--- src/rtl/ifetch_pkg.sv ---
// Shared types and constants for the instruction-fetch unit.
package ifetch_pkg;

  typedef enum logic [1:0] {
    IDLE = 2'd0,
    REQ  = 2'd1,
    KILL = 2'd2
  } state_t;

  localparam logic [31:0] RESET_PC_DEFAULT = 32'h0040_0000;

  typedef struct packed {
    logic [31:0] pc;
    logic [31:0] inst;
  } fetch_entry_t;

endpackage

--- src/rtl/ifetch_fifo.sv ---
// Show-ahead synchronous FIFO of fetch entries with synchronous flush.
module ifetch_fifo
  import ifetch_pkg::*;
#(
  parameter int unsigned DEPTH = 4
) (
  input  logic                     clk,
  input  logic                     rst_n,
  input  logic                     push,
  input  logic                     pop,
  input  logic                     flush,
  input  fetch_entry_t             din,
  output fetch_entry_t             dout,
  output logic [$clog2(DEPTH):0]   count,
  output logic                     full,
  output logic                     empty
);

  localparam int unsigned AW = $clog2(DEPTH);
  localparam int unsigned CW = AW + 1;

  fetch_entry_t   mem [DEPTH];
  logic [AW-1:0]  wr_ptr;
  logic [AW-1:0]  rd_ptr;
  logic           do_push;
  logic           do_pop;

  assign full    = (count == CW'(DEPTH));
  assign empty   = (count == '0);
  assign do_pop  = pop & ~empty & ~flush;
  // A pop frees the slot this cycle, so push-when-full is still safe.
  assign do_push = push & ~flush & (~full | do_pop);
  assign dout    = mem[rd_ptr];

  always_ff @(posedge clk or negedge rst_n) begin
    if (!rst_n) begin
      wr_ptr <= '0;
      rd_ptr <= '0;
      count  <= '0;
    end else if (flush) begin
      wr_ptr <= '0;
      rd_ptr <= '0;
      count  <= '0;
    end else begin
      if (do_push) wr_ptr <= wr_ptr + AW'(1);
      if (do_pop)  rd_ptr <= rd_ptr + AW'(1);
      case ({do_push, do_pop})
        2'b10:   count <= count + CW'(1);
        2'b01:   count <= count - CW'(1);
        default: count <= count;
      endcase
    end
  end

  always_ff @(posedge clk) begin
    if (do_push) mem[wr_ptr] <= din;
  end

endmodule

--- src/rtl/ifetch_unit.sv ---
// Instruction fetch: one outstanding req/ack read, PC advance pulse, decode FIFO.
// Optional IFETCH_BYPASS_EN forwards read data straight to decode when the FIFO is empty.
module ifetch_unit
  import ifetch_pkg::*;
#(
  parameter int unsigned DEPTH    = 4,
  parameter logic [31:0] RESET_PC = RESET_PC_DEFAULT
) (
  input  logic        clk,
  input  logic        rst_n,
  input  logic [31:0] pc_in,
  output logic        pc_ena,
  input  logic        flush,
  output logic        imem_req,
  output logic [31:0] imem_addr,
  input  logic        imem_ack,
  input  logic [31:0] imem_rdata,
  output logic        inst_valid,
  output logic [31:0] inst,
  output logic [31:0] inst_pc,
  input  logic        inst_ready
);

  localparam int unsigned CW = $clog2(DEPTH) + 1;

  state_t         state;
  fetch_entry_t   head;
  fetch_entry_t   din;
  logic [CW-1:0]  count;
  logic [CW-1:0]  next_count;
  logic           empty;
  logic           full;
  logic           push;
  logic           pop;
  logic           bypass;

  assign pc_ena = (state == REQ) & imem_ack & ~flush;

`ifdef IFETCH_BYPASS_EN
  assign bypass = pc_ena & empty;
`else
  assign bypass = 1'b0;
`endif

  assign inst_valid = ~empty | bypass;
  assign inst       = ~empty ? head.inst : (bypass ? imem_rdata : '0);
  assign inst_pc    = ~empty ? head.pc   : (bypass ? imem_addr  : '0);

  // A bypassed word that decode takes immediately never occupies a slot.
  assign push = pc_ena & ~(bypass & inst_ready);
  assign pop  = ~empty & inst_ready & ~flush;
  assign din  = '{pc: imem_addr, inst: imem_rdata};

  always_comb begin
    next_count = count;
    if (push) next_count = next_count + CW'(1);
    if (pop)  next_count = next_count - CW'(1);
  end

  ifetch_fifo #(.DEPTH(DEPTH)) u_fifo (
    .clk   (clk),
    .rst_n (rst_n),
    .push  (push),
    .pop   (pop),
    .flush (flush),
    .din   (din),
    .dout  (head),
    .count (count),
    .full  (full),
    .empty (empty)
  );

  always_ff @(posedge clk or negedge rst_n) begin
    if (!rst_n) begin
      state     <= IDLE;
      imem_req  <= 1'b0;
      imem_addr <= RESET_PC;
    end else begin
      case (state)
        IDLE: begin
          if (!flush && !full) begin
            state     <= REQ;
            imem_req  <= 1'b1;
            imem_addr <= pc_in;
          end
        end
        REQ: begin
          if (imem_ack) begin
            if (!flush && next_count != CW'(DEPTH)) begin
              imem_addr <= pc_in;
            end else begin
              state    <= IDLE;
              imem_req <= 1'b0;
            end
          end else if (flush) begin
            // The request stays up; its data is discarded when it lands.
            state <= KILL;
          end
        end
        KILL: begin
          if (imem_ack) begin
            state    <= IDLE;
            imem_req <= 1'b0;
          end
        end
        default: begin
          state    <= IDLE;
          imem_req <= 1'b0;
        end
      endcase
    end
  end

endmodule
--- config.mk ---
export PLATFORM = sky130hd
export DESIGN_NAME = ifetch_unit
export DESIGN_NICKNAME = d
export VERILOG_FILES = /design/src/rtl/ifetch_pkg.sv /design/src/rtl/ifetch_fifo.sv /design/src/rtl/ifetch_unit.sv
export SDC_FILE = /design/constraint.sdc
export NUM_CORES = 1
export LEC_CHECK = 0
export ABC_CLOCK_PERIOD_IN_PS = 8050
export CELL_PAD_IN_SITES_DETAIL_PLACEMENT = 0
export CELL_PAD_IN_SITES_GLOBAL_PLACEMENT = 1
export CORE_AREA = 4 4 171 173
export CTS_BUF_LIST = sky130_fd_sc_hd__clkbuf_2
export DETAILED_ROUTE_END_ITERATION = 10
export DIE_AREA = 0 0 175 177
export PLACE_DENSITY = 0.85
export REMOVE_ABC_BUFFERS = 1
export SETUP_SLACK_MARGIN = 0.05
export SLEW_MARGIN = 25
export SYNTH_ARGS = -nofsm -noshare
export SYNTH_HDL_FRONTEND = slang
export SYNTH_HIERARCHICAL = 1
export SYNTH_SLANG_ARGS = --single-unit
--- constraint.sdc ---
create_clock -name clk -period 8.05 [get_ports clk]
set_input_delay 0.805 -clock clk [delete_from_list [all_inputs] [get_ports clk]]
set_output_delay 0.805 -clock clk [all_outputs]
set_load 0.01 [all_outputs]
==> flow_metrics.py, run 1 <==
metrics = {
    "place": {
        "post-dp-hpwl_um": 16310,
        "port-buffer-count": 167,
        "numPlacedInstances": 1196,
        "gp_congestion": 0.7277,
    },
    "finish": {
        "mostFrequentLayoutCell": "edfxtp_1",
        "layout.nets": 972,
        "final-instance-count-excl-fill": 1328,
        "most_frequent_cells_in_the_layout": "edfxtp_1, clkdlybuf4s50_1, clkbuf_2",
        "drive_above_1_share": 0.2255,
        "final_util": 0.5480,
        "area.growth.synth_to_final_pct": 22.19,
    },
    "power": {
        "power_switching_mw": 1.042,
        "p_sw_frac": 0.2822,
        "ir_worst_vdd_mv": 0.1136,
        "pwr-share-seq": 0.550,
        "pwr_density_cell_nw_per_um2": 243.9,
        "p_leak_nw": 4.919,
        "share_comb_of_total_power": 0.178,
        "power.internal_mw": 2.651,
        "totalPowerFinal_mw": 3.693,
        "clock_power_share": 0.271,
    },
    "timing": {
        "setup_violations": 0,
        "period_needed_ns": 4.481,
        "pin_slew_with_the_least_headroom_to_its_limit_ns": 0.8933,
        "slew-limit-headroom": 0.4012,
        "worst_clock_skew_ns": 0.07695,
        "max_freq_mhz": 223.2,
        "timing_max_transition_violations_final": 0,
        "final_hold_viol_count": 0,
        "final.period_utilization": 0.5567,
        "timing.setup.tns_ns": 0,
        "rsz0062_at_grt": "false",
    },
    "yosys": {
        "largest_area_contributor_in_the_synthesized_netlist": "edfxtp_1",
        "postSynthAreaPerCell_um2": 17.88,
        "synth.ff_latch_count": 298,
        "netlist_area_pre_place_um2": 12390,
        "async_reset_ff_frac": 0.1409,
        "ys_warn_count": 6,
        "synth.top_cell.area_share": 0.6204,
        "netlist_instances": 693,
        "synth.yosys.seq_area_share": 0.7053,
        "synth_top_cells_by_area": "edfxtp_1, mux4_2, dfrtp_1",
        "yosys.cell_types.count": 51,
        "synth_edf_count": 256,
        "synth_flop_cell": "edfxtp_1",
    },
    "clock_network": {
        "clk_pin_slew_worst_paths_ns": 0.11,
        "cts_setup_buffers": 0,
        "cts.hold.buffers_added": 1,
        "postCtsResizedCells": 0,
        "cts-htree-levels": 3,
        "cts_tree": "built",
        "cts.sink_count": 298,
        "cts_root_buffer": "clkbuf_2",
        "cts_buffers": 74,
        "max-clock-path-buffers": 3,
        "clkLatencyLatePin_ns": 0.83,
    },
    "critical_path": {
        "cp_slowest_stage_delay_ns": 0.93,
        "worst_r2r_end": "imem_addr[12]$_DFFE_PN0P_",
        "critical_path.max_fanout": 42,
        "critPathRequiredTime_ns": 8.68,
        "worstReg2RegStart": "state[0]$_DFFE_PN0P_",
        "worst-setup-path-type": "reg -> reg",
        "cp_bufs_invs": 0,
        "critical_path.slowest_cell": "dfrtp_2",
        "kind_of_start_point_of_the_critical_path": "flip-flop",
        "r2r_cells": 7,
        "critical_path.top_delay_family": "simple AND/OR/NAND/NOR gates",
        "crit_chain": "and4bb_1, mux2i_1, ha_1, nand2_1, o221a_2, or3_2, a311o_1",
        "end_kind": "flip-flop",
        "crit_path_dat_ns": 5.11,
        "rrSetupSlack_ns": 3.57,
    },
    "die": {
        "chipHeight_um": 177,
        "initial_core_utilization": 0.4485,
        "coreArea_um2": 27630,
        "rows": 61,
        "dieArea_um2": 30980,
        "design.portCount": 168,
        "chipWidth_um": 175,
    },
    "routing": {
        "routed-via-count": 7318,
        "drt-vias-per-instance": 5.511,
        "drt_first_pass_iters": 5,
        "drc": 0,
        "avgRoutedWirePerCell_um": 21.10,
        "wl_um": 28030,
        "postRouteAntennaNets": 0,
        "initialDrtViolationCount": 641,
    },
    "grt": {
        "groute.layer.met2.usage": 0.2977,
        "grt_first_pass_wirelength_um": 43530,
        "global_route.overflow_total": 0,
        "grt_pass1_vias": 7713,
        "grt_start_max_net_pins": 68,
        "groute.layer.met1.usage": 0.2414,
        "grt_total_usage": 0.1810,
        "globalRoute.busiestLayer": "met2",
        "grt.met3_usage": 0.04657,
        "number_of_antenna_violations_at_the_first_check_in_global_routing": 2,
    },
    "run": {
        "maxCapViolCount": 0,
    },
    "min_path": {
        "min_delay_path_depth": 0,
        "timing.hold.worst.start": "imem_addr[5]$_DFFE_PN0P_",
        "whs_endpoint": "u_fifo/mem[3][37]$_DFFE_PP_",
        "hp-class": "reg -> reg",
    },
    "run_status": {
        "status": "finished clean",
    },
}
==> cell families after synthesis <==
family | count (synthesis) | synth area share
compound gates | 88 | 0.06241
flops | 298 | 0.7053
simple gates | 173 | 0.08089
xor+xnor | 4 | 0.003938
fa+ha+maj | 7 | 0.007674
buf+inv | 58 | 0.02262
mux | 65 | 0.1171
==> registers in the layout, indices dropped and copies added, names as in the netlist <==
signal and cells:
state 2, imem_req 1, imem_addr 32, u_fifo/wr_ptr 2, u_fifo/rd_ptr 2, u_fifo/mem 256, u_fifo/count 3
==> worst max-delay path by stage <==
stage,startpoint,depth (start not counted),to
3_5_place_dp,flush,8,imem_addr[27]$_DFFE_PN0P_
5_1_grt,u_fifo/rd_ptr[0]$_DFFE_PN0P_,5,inst[6]
2_1_floorplan,u_fifo/count[0]$_DFFE_PN0P_,5,imem_addr[0]$_DFFE_PN0P_
3_3_place_gp,flush,8,imem_addr[2]$_DFFE_PN0P_
4_1_cts,u_fifo/rd_ptr[0]$_DFFE_PN0P_,5,inst[3]
6_report,state[0]$_DFFE_PN0P_,7,imem_addr[12]$_DFFE_PN0P_
==> area by class of cell <==
class / instances / area (um^2)
flip-flops and latches: 298 / 8748
clock inverters: 17 / 120.1
repair buffers: 181 / 1807
fillers: 2291 / 12490
clock buffers: 112 / 560.5
diodes: 1 / 2.502
multi-input cells: 337 / 3413
inverters: 4 / 15.01
well taps: 378 / 473.0
==> cells in the mapped netlist (all sizes together), types with 2 or more instances <==
cell	n
edfxtp	256
nor2b	65
mux4	64
dfrtp	41
nand2	36
clkbuf	33
nor4	33
a22o	32
a311o	32
buf	21
nor2	8
a21oi	6
ha	6
nand2b	6
and2	5
nor3	5
inv	4
nand3b	3
o211ai	3
o21ai	3
or3	3
a311oi	2
a31oi	2
nor3b	2
or3b	2
xor2	2
==> stage by stage <==
stage               instance area, um^2  setup slack [ns]  hold slack [ns]
detailed placement                14420             2.955           0.5705
finish                            15140             3.569           0.5287
global placement                  14400             3.030           0.5461
floorplan                         12130            0.8962           0.5094
CTS                               15110             3.524           0.5210
global route                      15140             3.403           0.5570
==> power groups by stage <==
stage	combinational [mW]	sequential (mW)	clock (mW)
final	0.659	2.03	1.00
after global routing	0.710	2.05	1.14
after CTS	0.669	2.03	1.05
after detailed placement	0.665	2.07	0
after global placement	0.654	2.06	0
after floorplan	0.286	2.04	0
==> layer usage <==
metal / up-vias / wire length [um]
li1: 3265 / -
met1: 3735 / 11960
met2: 267 / 13760
met3: 49 / 1850
met4: 2 / 455
met5: - / 7
No activity file was read; power rests on OpenSTA's default activity.
==> run 2, diff against run 1 <==
- ABC_CLOCK_PERIOD_IN_PS: 8050 -> 4019
- CORE_AREA: 4 4 171 173 -> 4 4 173 175
- DIE_AREA: 0 0 175 177 -> 0 0 177 179
- PLACE_DENSITY: 0.85 -> 0.86
- clock period: 8.05 -> 4.02 ns (I/O delays scaled with it)
==> run 2 against run 1 <==
Non-clock buffer count increased by 12; utilization decreased by 0.66 points; global-route usage about the same; cell area increased by 1.8%; die area increased by 2.3%; critical path type is now reg -> out.
==> flow_metrics.py, run 2 (synthesis gave the netlist of run 1 again) <==
metrics = {
    "power": {
        "p_leak_nw": 5.044,
        "share_comb_of_total_power": 0.179,
        "pwr-share-seq": 0.525,
        "totalPowerFinal_mw": 7.678,
        "clock_power_share": 0.297,
        "ir_worst_vdd_mv": 0.2718,
        "power_switching_mw": 2.110,
        "pwr_density_cell_nw_per_um2": 498.2,
        "p_sw_frac": 0.2749,
        "power.internal_mw": 5.567,
    },
    "critical_path": {
        "end_kind": "primary output",
        "critPathRequiredTime_ns": 3.62,
        "critical_path.slowest_cell": "dfrtp_4",
        "worst-setup-path-type": "reg -> out",
        "cp_slowest_stage_delay_ns": 0.90,
        "crit_chain": "buf_12, mux4_2, nor2b_1, clkdlybuf4s50_1",
        "crit_path_dat_ns": 3.22,
        "kind_of_start_point_of_the_critical_path": "flip-flop",
        "critical_path.max_fanout": 31,
    },
    "timing": {
        "timing.setup.tns_ns": 0,
        "worst_clock_skew_ns": 0.07937,
        "final.period_utilization": 0.9021,
        "max_freq_mhz": 275.8,
        "period_needed_ns": 3.626,
        "timing_max_transition_violations_final": 0,
        "pin_slew_with_the_least_headroom_to_its_limit_ns": 0.8721,
        "final_hold_viol_count": 0,
        "slew-limit-headroom": 0.4137,
        "setup_violations": 0,
        "rsz0062_at_grt": "false",
        "timing.hold.ws_ns": 0.1187,
        "layout_setup_ws_ns": 0.3935,
    },
    "die": {
        "chipWidth_um": 177,
        "coreArea_um2": 28470,
        "rows": 62,
        "design.portCount": 168,
        "chipHeight_um": 179,
        "dieArea_um2": 31680,
        "initial_core_utilization": 0.4352,
    },
    "routing": {
        "postRouteAntennaNets": 0,
        "wl_um": 28400,
        "initialDrtViolationCount": 630,
        "routed-via-count": 7371,
        "drt_first_pass_iters": 6,
        "avgRoutedWirePerCell_um": 21.02,
        "drc": 0,
        "drt-vias-per-instance": 5.456,
    },
    "finish": {
        "final_design_area_no_fill_um2": 15410,
        "final_util": 0.5413,
        "flip_flop_count_of_the_largest_register_all_copies_and_words_added": 256,
        "layout.nets": 984,
        "regMostFlops": "u_fifo/mem",
        "area.growth.synth_to_final_pct": 24.38,
        "most_frequent_cells_in_the_layout": "edfxtp_1, clkdlybuf4s50_1, clkbuf_2",
        "drive_above_1_share": 0.2340,
        "mostFrequentLayoutCell": "edfxtp_1",
        "final-instance-count-excl-fill": 1351,
        "reg.largest.list": "u_fifo/mem x256, imem_addr x32, u_fifo/count x3",
    },
    "place": {
        "post-dp-hpwl_um": 17150,
        "gp_congestion": 0.7519,
        "dp_slack_ns": 0.4444,
        "port-buffer-count": 167,
        "numPlacedInstances": 1215,
        "placedInstanceArea_um2": 14590,
    },
    "clock_network": {
        "max-clock-path-buffers": 3,
        "cts_tree": "built",
        "cts_buffers": 74,
        "cts_root_buffer": "clkbuf_2",
        "cts.sink_count": 298,
        "clkLatencyLatePin_ns": 0.85,
        "cts-htree-levels": 3,
        "clk_pin_slew_worst_paths_ns": 0.11,
    },
    "grt": {
        "grt_pass1_vias": 7633,
        "global_route.overflow_total": 0,
        "grt_total_usage": 0.1810,
        "number_of_antenna_violations_at_the_first_check_in_global_routing": 1,
        "grt_start_max_net_pins": 68,
        "grt_first_pass_wirelength_um": 43720,
    },
    "min_path": {
        "hp-class": "in -> async",
    },
    "run_status": {
        "status": "finished clean",
    },
    "run": {
        "maxCapViolCount": 0,
    },
}
-- run 2: layout make-up --
cell class / count / area (um^2)
multi-input cells: 337 / 3420
clock buffers: 109 / 545.5
clock inverters: 25 / 257.7
well taps: 384 / 480.5
diodes: 1 / 2.502
repair buffers: 193 / 1942
fillers: 2308 / 13060
flip-flops and latches: 298 / 8748
inverters: 4 / 15.01
-- run 2: power by group through the flow --
stage | registers [mW] | logic [mW] | clock network (mW)
after detailed placement | 4.11 | 1.38 | 0
after CTS | 4.04 | 1.39 | 2.36
after global placement | 4.08 | 1.36 | 0
after floorplan | 4.08 | 0.572 | 0
final | 4.03 | 1.37 | 2.28
after global routing | 4.08 | 1.48 | 2.54
-- run 2: final timing paths --
path                                         startpoint                           end  slack [ns]  depth (start not counted)
max reg2reg                 u_fifo/count[1]$_DFFE_PN0P_      imem_addr[1]$_DFFE_PN0P_        0.78                          6
max                        u_fifo/rd_ptr[0]$_DFFE_PN0P_                      inst[23]        0.39                          4
min reg2reg                   imem_addr[20]$_DFFE_PN0P_   u_fifo/mem[1][52]$_DFFE_PP_        0.53                          0
max in group asynchronous                         rst_n  u_fifo/rd_ptr[0]$_DFFE_PN0P_        3.42                          2
min                                               rst_n      imem_addr[7]$_DFFE_PN0P_        0.12                          2
min in group clk                          imem_rdata[5]    u_fifo/mem[0][5]$_DFFE_PP_        0.18                          1
-- run 2: routing by layer --
layer / wire length (um) / share of wire / vias to the layer above / GRT usage
li1: - / - / 3306 / -
met1: 11750 / 0.41 / 3737 / 0.2387
met2: 14180 / 0.50 / 285 / 0.3004
met3: 1903 / 0.067 / 43 / 0.03859
met4: 565 / 0.020 / 0 / 0.06447
met5: 0 / 0 / - / 0
-- run 2: what timing repair did --
| action | CTS | global route |
|---|---|---|
| resized for setup | 0 | 0 |
| setup buffers | 0 | 0 |
| hold buffers | 1 | 0 |
| endpoints found under the hold margin | 41 | 0 |
-- run 2: critical path, delay by kind of cell, from the launching register on --
kind                   cells  cell delay [ns]
buffers and inverters      2             0.79
flip-flops                 1             0.90
multiplexers               1             0.55
AND/OR/NAND/NOR            1             0.16
